**config.mk**
```make
export PLATFORM = sky130hd
export DESIGN_NAME = alu_seq
export DESIGN_NICKNAME = d
export VERILOG_FILES = /design/src/rtl/alu_seq.sv
export SDC_FILE = /design/constraint.sdc
export NUM_CORES = 1
export LEC_CHECK = 0
export CELL_PAD_IN_SITES_DETAIL_PLACEMENT = 0
export CELL_PAD_IN_SITES_GLOBAL_PLACEMENT = 1
export CORE_MARGIN = 5
export CORE_UTILIZATION = 48
export DETAILED_ROUTE_END_ITERATION = 8
export PLACE_DENSITY_LB_ADDON = 0.1
export SKIP_LAST_GASP = 1
export SYNTH_ARGS = -nofsm -noshare
export SYNTH_HDL_FRONTEND = slang
export SYNTH_SLANG_ARGS = --single-unit
```
**constraint.sdc**
```tcl
create_clock -name clk -period 8.5 [get_ports clk]
set_clock_uncertainty 0.15 [all_clocks]
set_input_delay 1.7 -clock clk [delete_from_list [all_inputs] [get_ports clk]]
set_output_delay 1.7 -clock clk [all_outputs]
set_load 0.02 [all_outputs]
```
**src/rtl/alu_seq.sv**
```systemverilog
// -----------------------------------------------------------------------------
// alu_seq -- registered ALU with valid/ready handshakes
//
// Purpose
//   Registered successor to the combinational processor ALU. Single-cycle ops
//   (ADD, SUB, LT, LE, bitwise logic, illegal codes) produce a result one edge
//   after acceptance. MUL is computed iteratively (radix-2 shift-add). DIV is
//   radix-2 restoring division and exists only when the optional feature is
//   enabled. Both take BITS cycles.
//
// Control-code scheme
//   ctl[3:2]=00 arithmetic, ctl[3:2]=01 compare, ctl[3]=1 bitwise logic.
//
// Optional feature
//   ALU_SEQ_DIV_EN : when defined, CMD_DIV is implemented. When undefined,
//                    no divider logic is built and CMD_DIV is an illegal code.
//
// Handshake
//   A command is accepted on a rising edge where in_valid & in_ready. A result
//   is consumed on a rising edge where out_valid & out_ready. While out_valid
//   is high and out_ready is low, out_lo/out_hi/flags stay stable.
//   in_ready = (state==IDLE) & (!out_valid | out_ready), and 0 during reset.
//
// Ports
//   clk         in   rising-edge clock
//   rst_n       in   asynchronous active-low reset
//   in_valid    in   operands/command valid
//   in_ready    out  block can accept a command
//   ctl         in   command code [CBITS-1:0]
//   a, b        in   operands [BITS-1:0]
//   out_valid   out  result valid
//   out_ready   in   consumer accepts the result
//   out_lo      out  result; quotient for DIV
//   out_hi      out  MUL upper half; DIV remainder; 0 otherwise
//   flag_zero   out  out_lo == 0
//   flag_ovf    out  signed overflow on ADD/SUB
//   flag_err    out  illegal opcode or divide by zero
//   dbg_state_o out  current FSM state (debug visibility)
// -----------------------------------------------------------------------------
module alu_seq #(
    parameter int               BITS     = 32,
    parameter int               CBITS    = 4,
    parameter logic [CBITS-1:0] CMD_ADD  = 4'b0000,
    parameter logic [CBITS-1:0] CMD_SUB  = 4'b0001,
    parameter logic [CBITS-1:0] CMD_MUL  = 4'b0010,
    parameter logic [CBITS-1:0] CMD_DIV  = 4'b0011,
    parameter logic [CBITS-1:0] CMD_LT   = 4'b0100,
    parameter logic [CBITS-1:0] CMD_LE   = 4'b0101,
    parameter logic [CBITS-1:0] CMD_AND  = 4'b1000,
    parameter logic [CBITS-1:0] CMD_OR   = 4'b1001,
    parameter logic [CBITS-1:0] CMD_XOR  = 4'b1010,
    parameter logic [CBITS-1:0] CMD_NAND = 4'b1011,
    parameter logic [CBITS-1:0] CMD_NOR  = 4'b1100,
    parameter logic [CBITS-1:0] CMD_NXOR = 4'b1101
) (
    input  logic             clk,
    input  logic             rst_n,
    input  logic             in_valid,
    output logic             in_ready,
    input  logic [CBITS-1:0] ctl,
    input  logic [BITS-1:0]  a,
    input  logic [BITS-1:0]  b,
    output logic             out_valid,
    input  logic             out_ready,
    output logic [BITS-1:0]  out_lo,
    output logic [BITS-1:0]  out_hi,
    output logic             flag_zero,
    output logic             flag_ovf,
    output logic             flag_err,
    output logic [1:0]       dbg_state_o
);

    localparam int CW  = $clog2(BITS);
    localparam int MSB = BITS - 1;

    typedef enum logic [1:0] {
        S_IDLE = 2'd0,
        S_ITER = 2'd1,
        S_HOLD = 2'd2
    } state_t;

    state_t          state_q, state_d;
    logic [CW-1:0]   cnt_q, cnt_d;
    // Iterative datapath: hi_q is the partial product / partial remainder,
    // lo_q is the multiplier being shifted out / dividend turning into the
    // quotient, opnd_q is the multiplicand / divisor.
    logic [BITS-1:0] hi_q, hi_d;
    logic [BITS-1:0] lo_q, lo_d;
    logic [BITS-1:0] opnd_q, opnd_d;

    logic            out_valid_q, out_valid_d;
    logic [BITS-1:0] out_lo_q, out_lo_d;
    logic [BITS-1:0] out_hi_q, out_hi_d;
    logic            flag_zero_q, flag_zero_d;
    logic            flag_ovf_q, flag_ovf_d;
    logic            flag_err_q, flag_err_d;

`ifdef ALU_SEQ_DIV_EN
    logic            is_div_q, is_div_d;
    logic            dz_q, dz_d;
    logic            start_div;
    logic [BITS:0]   div_shl;
    logic [BITS:0]   div_trial;
`endif

    logic            accept;
    logic            start_multi;
    logic [BITS-1:0] sum, dif;
    logic [BITS:0]   cmp_diff;
    logic            lt, eq;
    logic [BITS-1:0] sc_lo;
    logic            sc_ovf, sc_err;
    logic [BITS:0]   mul_sum;
    logic [BITS-1:0] step_hi, step_lo;

    // -------------------------------------------------------------------------
    // Handshake
    // -------------------------------------------------------------------------
    assign in_ready = rst_n & (state_q == S_IDLE) & (~out_valid_q | out_ready);
    assign accept   = in_valid & in_ready;

    // -------------------------------------------------------------------------
    // Single-cycle result and opcode decode
    // -------------------------------------------------------------------------
    always_comb begin
        sum      = a + b;
        dif      = a - b;
        // Sign-extended BITS+1 difference cannot wrap, so its MSB is the
        // signed less-than result for every operand pair.
        cmp_diff = {a[MSB], a} - {b[MSB], b};
        lt       = cmp_diff[BITS];
        eq       = (cmp_diff == '0);

        sc_lo       = '0;
        sc_ovf      = 1'b0;
        sc_err      = 1'b0;
        start_multi = 1'b0;
`ifdef ALU_SEQ_DIV_EN
        start_div   = 1'b0;
`endif

        case (ctl)
            CMD_ADD: begin
                sc_lo  = sum;
                sc_ovf = (a[MSB] == b[MSB]) & (sum[MSB] != a[MSB]);
            end
            CMD_SUB: begin
                sc_lo  = dif;
                // b' = ~b, so "sign a == sign b'" becomes "sign a != sign b".
                sc_ovf = (a[MSB] != b[MSB]) & (dif[MSB] != a[MSB]);
            end
            CMD_MUL: start_multi = 1'b1;
            CMD_DIV: begin
`ifdef ALU_SEQ_DIV_EN
                start_multi = 1'b1;
                start_div   = 1'b1;
`else
                sc_err = 1'b1;
`endif
            end
            CMD_LT:   sc_lo = {{(BITS-1){1'b0}}, lt};
            CMD_LE:   sc_lo = {{(BITS-1){1'b0}}, lt | eq};
            CMD_AND:  sc_lo = a & b;
            CMD_OR:   sc_lo = a | b;
            CMD_XOR:  sc_lo = a ^ b;
            CMD_NAND: sc_lo = ~(a & b);
            CMD_NOR:  sc_lo = ~(a | b);
            CMD_NXOR: sc_lo = ~(a ^ b);
            default:  sc_err = 1'b1;
        endcase
    end

    // -------------------------------------------------------------------------
    // One radix-2 iteration step
    // -------------------------------------------------------------------------
    always_comb begin
        // Shift-add: conditionally add the multiplicand to the upper half,
        // then shift the {carry, hi, lo} concatenation right by one.
        mul_sum = {1'b0, hi_q} + (lo_q[0] ? {1'b0, opnd_q} : '0);
        step_hi = mul_sum[BITS:1];
        step_lo = {mul_sum[0], lo_q[BITS-1:1]};
`ifdef ALU_SEQ_DIV_EN
        // Restoring division: shift the next dividend bit into the partial
        // remainder and keep the subtraction only if it did not go negative.
        // With a zero divisor every trial succeeds, so the quotient fills with
        // ones and the remainder collects the dividend, which is exactly the
        // required divide-by-zero result.
        div_shl   = {hi_q, lo_q[BITS-1]};
        div_trial = div_shl - {1'b0, opnd_q};
        if (is_div_q) begin
            step_hi = div_trial[BITS] ? div_shl[BITS-1:0] : div_trial[BITS-1:0];
            step_lo = {lo_q[BITS-2:0], ~div_trial[BITS]};
        end
`endif
    end

    // -------------------------------------------------------------------------
    // FSM next state and result registers
    // -------------------------------------------------------------------------
    always_comb begin
        state_d     = state_q;
        cnt_d       = cnt_q;
        hi_d        = hi_q;
        lo_d        = lo_q;
        opnd_d      = opnd_q;
        out_lo_d    = out_lo_q;
        out_hi_d    = out_hi_q;
        flag_zero_d = flag_zero_q;
        flag_ovf_d  = flag_ovf_q;
        flag_err_d  = flag_err_q;
`ifdef ALU_SEQ_DIV_EN
        is_div_d    = is_div_q;
        dz_d        = dz_q;
`endif
        // A held result is dropped once the consumer takes it; a result
        // written on the same edge overrides this below.
        out_valid_d = out_ready ? 1'b0 : out_valid_q;

        case (state_q)
            S_IDLE: begin
                if (accept) begin
                    if (start_multi) begin
                        hi_d    = '0;
                        lo_d    = a;
                        opnd_d  = b;
                        cnt_d   = CW'(BITS - 1);
                        state_d = S_ITER;
`ifdef ALU_SEQ_DIV_EN
                        is_div_d = start_div;
                        dz_d     = start_div & (b == '0);
`endif
                    end else begin
                        out_lo_d    = sc_lo;
                        out_hi_d    = '0;
                        flag_zero_d = (sc_lo == '0);
                        flag_ovf_d  = sc_ovf;
                        flag_err_d  = sc_err;
                        out_valid_d = 1'b1;
                    end
                end
            end
            S_ITER: begin
                hi_d  = step_hi;
                lo_d  = step_lo;
                cnt_d = cnt_q - 1'b1;
                if (cnt_q == '0) begin
                    out_lo_d    = step_lo;
                    out_hi_d    = step_hi;
                    flag_zero_d = (step_lo == '0);
                    flag_ovf_d  = 1'b0;
`ifdef ALU_SEQ_DIV_EN
                    flag_err_d  = dz_q;
`else
                    flag_err_d  = 1'b0;
`endif
                    out_valid_d = 1'b1;
                    state_d     = S_HOLD;
                end
            end
            S_HOLD: begin
                if (out_valid_q & out_ready) begin
                    state_d = S_IDLE;
                end
            end
            default: state_d = S_IDLE;
        endcase
    end

    always_ff @(posedge clk or negedge rst_n) begin
        if (!rst_n) begin
            state_q     <= S_IDLE;
            cnt_q       <= '0;
            hi_q        <= '0;
            lo_q        <= '0;
            opnd_q      <= '0;
            out_valid_q <= 1'b0;
            out_lo_q    <= '0;
            out_hi_q    <= '0;
            flag_zero_q <= 1'b0;
            flag_ovf_q  <= 1'b0;
            flag_err_q  <= 1'b0;
`ifdef ALU_SEQ_DIV_EN
            is_div_q    <= 1'b0;
            dz_q        <= 1'b0;
`endif
        end else begin
            state_q     <= state_d;
            cnt_q       <= cnt_d;
            hi_q        <= hi_d;
            lo_q        <= lo_d;
            opnd_q      <= opnd_d;
            out_valid_q <= out_valid_d;
            out_lo_q    <= out_lo_d;
            out_hi_q    <= out_hi_d;
            flag_zero_q <= flag_zero_d;
            flag_ovf_q  <= flag_ovf_d;
            flag_err_q  <= flag_err_d;
`ifdef ALU_SEQ_DIV_EN
            is_div_q    <= is_div_d;
            dz_q        <= dz_d;
`endif
        end
    end

    assign out_valid   = out_valid_q;
    assign out_lo      = out_lo_q;
    assign out_hi      = out_hi_q;
    assign flag_zero   = flag_zero_q;
    assign flag_ovf    = flag_ovf_q;
    assign flag_err    = flag_err_q;
    assign dbg_state_o = state_q;

endmodule

```
Yosys cells after proc, flatten, opt, wreduce, memory -nomap -nowiden
Index checks and enable logic that the tools add are counted.

Register bits: 171. Bits of input ports: 72. Word-level logic and storage cells: 107.

Add/subtract/negate cells: 5. Eq/ne operators: 21. Mux-type cells: 43. Bitwise logic cells: 15. Reductions and logical operators: 12.

Operator list (count): 32-bit two-way mux (11); 32-bit one-hot mux with 10 select lines (1); 32-bit one-hot mux with 2 select lines (4); 32-bit inverter (3); 32-bit zero test (2); 32-bit by 32-bit adder with 33-bit output (1); 33-bit zero test (1); 32-bit by 32-bit subtractor with 33-bit output (1); 32-bit adder (1); 32-bit AND (1); 32-bit OR (1); 32-bit subtractor (1); 32-bit bitwise XOR (1); 4-bit equality test, second input constant (6); 1-bit two-way mux (14); 11-bit OR reduction (1); 5-bit two-way mux (2); 2-bit != test, second input constant (5); 1-bit one-hot mux with 2 select lines (5); 5-bit one-hot mux with 2 select lines (1); 4-bit by 3-bit equality test with 1-bit output, second input constant (2); 2-bit two-way mux (4); 4-bit AND reduction (2); 1-bit AND (6); 15 further kinds (19).

Longest topological paths before layout
Word-level depth: 8. Depth in mapped cells: 16. Depth with buffers taken out: 15.

Worst setup path before layout
Ideal clock, no wire load.

Kind: input to register. From: input a[0]. To: register flag_zero_q, in the netlist flag_zero. Library setup time: 92 ps. Arrival: 4432 ps. Required time: 8258 ps. Path slack: 3826 ps. Stages on the path: 14. Path buffers: 0. Cells stage by stage: ha_1 -> fa_1 -> a211oi_2 -> nor4_1 -> nor2_1 -> a21oi_1 -> o21ai_2 -> o211ai_1 -> a211oi_1 -> o21ai_0 -> a2111oi_4 -> and4_1 -> nand4_1 -> o31ai_2.

Word-level cells in the longest chain between the ends: 8.

RTL lines: from (decl) (line 61) `input logic [BITS-1:0] a,`; 32-bit by 32-bit subtractor with 33-bit output (line 130) `cmp_diff = {a[MSB], a} - {b[MSB], b};`; 33-bit zero test (line 132) `eq = (cmp_diff == '0);`; 1-bit OR (line 162) `CMD_LE: sc_lo = {{(BITS-1){1'b0}}, lt | eq};`; 32-bit one-hot mux with 10 select lines * (line 142) `case (ctl)`; 32-bit zero test * (line 235) `flag_zero_d = (sc_lo == '0);`; 1-bit two-way mux * (line 222) `if (start_multi) begin`; 1-bit two-way mux * (line 221) `if (accept) begin`; 1-bit one-hot mux with 2 select lines * (line 219) `case (state_q)`; to (signal assigned) (line 295) `flag_zero_q <= flag_zero_d;`; to (decl) (line 94) `logic flag_zero_q, flag_zero_d;`.

Every way passes the cells marked *; elsewhere a longest branch is shown, timed or not. The select of a mux whose other input is x is not followed. A chain may end at the register's enable or synchronous reset.

Worst setup path in the final report
From: input b[1]. To: register flag_zero_q, in the netlist flag_zero.

Word-level cells in the longest chain between the ends: 8.

RTL lines: from (decl) (line 62) `input logic [BITS-1:0] b,`; 32-bit by 32-bit subtractor with 33-bit output (line 130); 33-bit zero test (line 132); 1-bit OR (line 162); 32-bit one-hot mux with 10 select lines * (line 142); 32-bit zero test * (line 235); 1-bit two-way mux * (line 222); 1-bit two-way mux * (line 221); 1-bit one-hot mux with 2 select lines * (line 219).

Marked as above.

==> flow_summary.yaml <==
clock_network:
  clock-sinks: 171
  cts_made_buffers: 17
  htree_levels: 4
  cts_root_buffer: "clkbuf_16"
  cts_tree: "built"
  post_cts_buffers: 0
  ctsResizeCount: 0
  worst_skew_pair.late_latency_ns: 0.43
  postCtsHoldBufs: 0
  cts_buffer_depth: 2
  path_clk_slew_ns: 0.06
sta:
  relSlewSlack: 0.114
  setup_viol: 0
  period_share: 0.768
  fin_tns_setup_ns: 0
  setup_slack_ns: 1.97
  layout_min_cycle_time_ns: 6.53
  max_freq_mhz: 153
  worst_pin_slew_ns: 1.31
  hold_slack_ns: 0.321
  maxSlewViolCount: 0
  hold_viol_final: 0
  rsz0062_at_grt: "no"
layout:
  drive_gt1_frac: 0.0625
  fin_nets: 2368
  synthToLayoutAreaGrowth_pct: 13.0
  utilization: 0.549
  fillers: 3201
  seq_area_um2: 4280
  multiInputGateArea_um2: 11000
floorplanning:
  chipHeight_um: 194
  start_util: 0.486
  die-area_um2: 37700
  boundaryPins: 143
  die_w_um: 194
  core_um2: 33500
  rows: 67
synthesis:
  synth_flop_cell: "dfrtp_1"
  async_reset_ff_frac: 1.00
  yosysSeqAreaShare: 0.263
  ys_warn_count: 0
  post_synth_num_cell_types: 107
  yosys.area.top_type: "dfrtp_1"
  synth_area_per_cell_um2: 7.70
  synth-seq-cells: 171
  synth_commonest_cells: "310 x nand2_1, 187 x nor2_1, 171 x dfrtp_1"
  synth_area_leaders: "dfrtp_1 26%, ha_1 10%, nand2_1 7.1%"
  syn_nets: 2321
  synth_enable_flop_cells: 0
  yosys.area.top_type_share: 0.263
  synth_area_um2: 16300
  postSynthCellCount: 2116
  synth_most_common_cell: "nand2_1"
global_routing:
  grt_max_degree: 77
  grt_pass1_vias: 15879
  grt_pass1_wl_mm: 97.3
  antenna_found_initial: 2
  track_usage: 0.327
  grt.overflow.total: 0
power:
  cellLeakagePower_nw: 8.15
  p_per_area_nw_per_um2: 242
  total_power_mw: 4.45
  ir_worst_vdd_v: 0.000247
worst_hold_path:
  hp-class: "flop to flop"
drt:
  drt_iter0_drc: 1826
  wl_per_cell_um: 24.7
  antenna_left: 0
  first_pass_iters: 6
  drc: 0
  via_per_inst: 6.45
  drt-total-wl_mm: 64.9
  vias: 16921
worst_setup_path:
  cp.arrival_ns: 6.73
  cp_slowest_cell: "o311ai_1"
  crit_path_frequent_cell: "nand4_1"
  start_kind: "input pin"
  cp_max_fo: 5
  cpPeakStageDelay_ns: 1.05
  path_cells: "clkdlybuf4s50_1 > inv_1 > ha_1 > nor2_1 > o311ai_1 > nand2_1 > a32o_1 > a221oi_1 > nand4_1 > nor3_1 > nand4_1 > nor4_2 > and4_1 > nand4_1 > o31ai_2"
  end_kind: "flop"
  crit_type: "input pin to flop"
  cp.required_ns: 8.69
job:
  drv_cap: 0
place:
  place.gp.congestion: 1.01
  place_ws_ns: 1.66
  io_buffers: 142
  dp_hpwl_mm: 49.4
outcome:
  outcome: "completed"
==> cell type report <==
| type | count | share of cell area |
|---|---|---|
| diodes | 1 | 0.000136 |
| clock buffers | 21 | 0.0245 |
| clock inverters | 10 | 0.00517 |
| inverters | 123 | 0.0251 |
| multi-input cells | 1683 | 0.595 |
| flip-flops and latches | 171 | 0.232 |
| well taps | 448 | 0.0305 |
| repair buffers | 167 | 0.0869 |
==> final timing paths <==
| check | startpoint | to | slack, ns | cells after the start |
|---|---|---|---|---|
| min in group asynchronous | rst_n | out_hi[1] | 1.02 | 1 |
| min | out_hi[10] | out_hi[10] | 0.32 | 2 |
| min reg2reg | out_hi[10] | out_hi[10] | 0.32 | 2 |
| max | b[1] | flag_zero | 1.97 | 15 |
| max in group asynchronous | rst_n | hi_q[16] | 5.16 | 3 |
| max reg2reg | lo_q[0] | hi_q[31] | 3.73 | 15 |
==> power by group <==
group / internal [mW] / leakage, nW / switching (mW)
combinational: 0.895 / 5.71 / 1.42
clock: 0.410 / 0.263 / 0.325
sequential: 1.13 / 2.17 / 0.271
total: 2.44 / 8.15 / 2.02
==> worst max-delay path, delay by kind of cell <==
kind,cells,cell delay [ns]
AOI/OAI and AO/OA,4,2.28
and+or+nand+nor,8,1.60
buffers and inverters,2,0.74
adders and majority gates,1,0.40
==> flip-flops by register name, summed over array words and instances (netlist names) <==
name and flops:
flag_zero 1, opnd_q 32, out_hi 32, dbg_state_o 2, flag_ovf 1, lo_q 32
out_lo 32, hi_q 32, out_valid 1, flag_err 1, cnt_q 5
==> through the flow <==
step	cells	instance area [um2]
final	2624	18400
after global routing	2624	18400
after CTS	2623	18400
after detailed placement	2592	17900
after global placement	2592	17900
after floorplan	2116	16300
==> cells in the final DEF, fill, tap and decap left out, drive strengths merged, types with 35 or more instances in the layout <==
cell type,synthesis,layout
a21oi,159,159
nand3,37,37
nor4,40,40
xnor2,35,35
nor2,190,190
nor3,40,40
nand2,311,311
clkdlybuf4s50,0,139
inv,121,122
mux2i,36,36
dfrtp,171,171
o21ai,160,160
ha,130,130
and2,42,42
a31oi,38,38
==> kinds of logic after synthesis <==
logic type	Yosys count	share of synthesized area
multiplexers	40	0.0249
AND/OR/NAND/NOR	788	0.229
adder cells (fa/ha/maj)	133	0.104
flip-flops	171	0.263
AO/OA/AOI/OAI	678	0.289
XOR/XNOR	44	0.0237
buffers and inverters	262	0.0670
==> routing by layer <==
metal / wire length (um) / GRT usage / vias to the layer above
met5: 0 / 0 / -
li1: - / - / 7731
met3: 6110 / 0.0533 / 123
met2: 28800 / 0.518 / 925
met1: 27400 / 0.455 / 8142
met4: 2520 / 0.117 / 0
No activity file was read; power rests on OpenSTA's default activity.
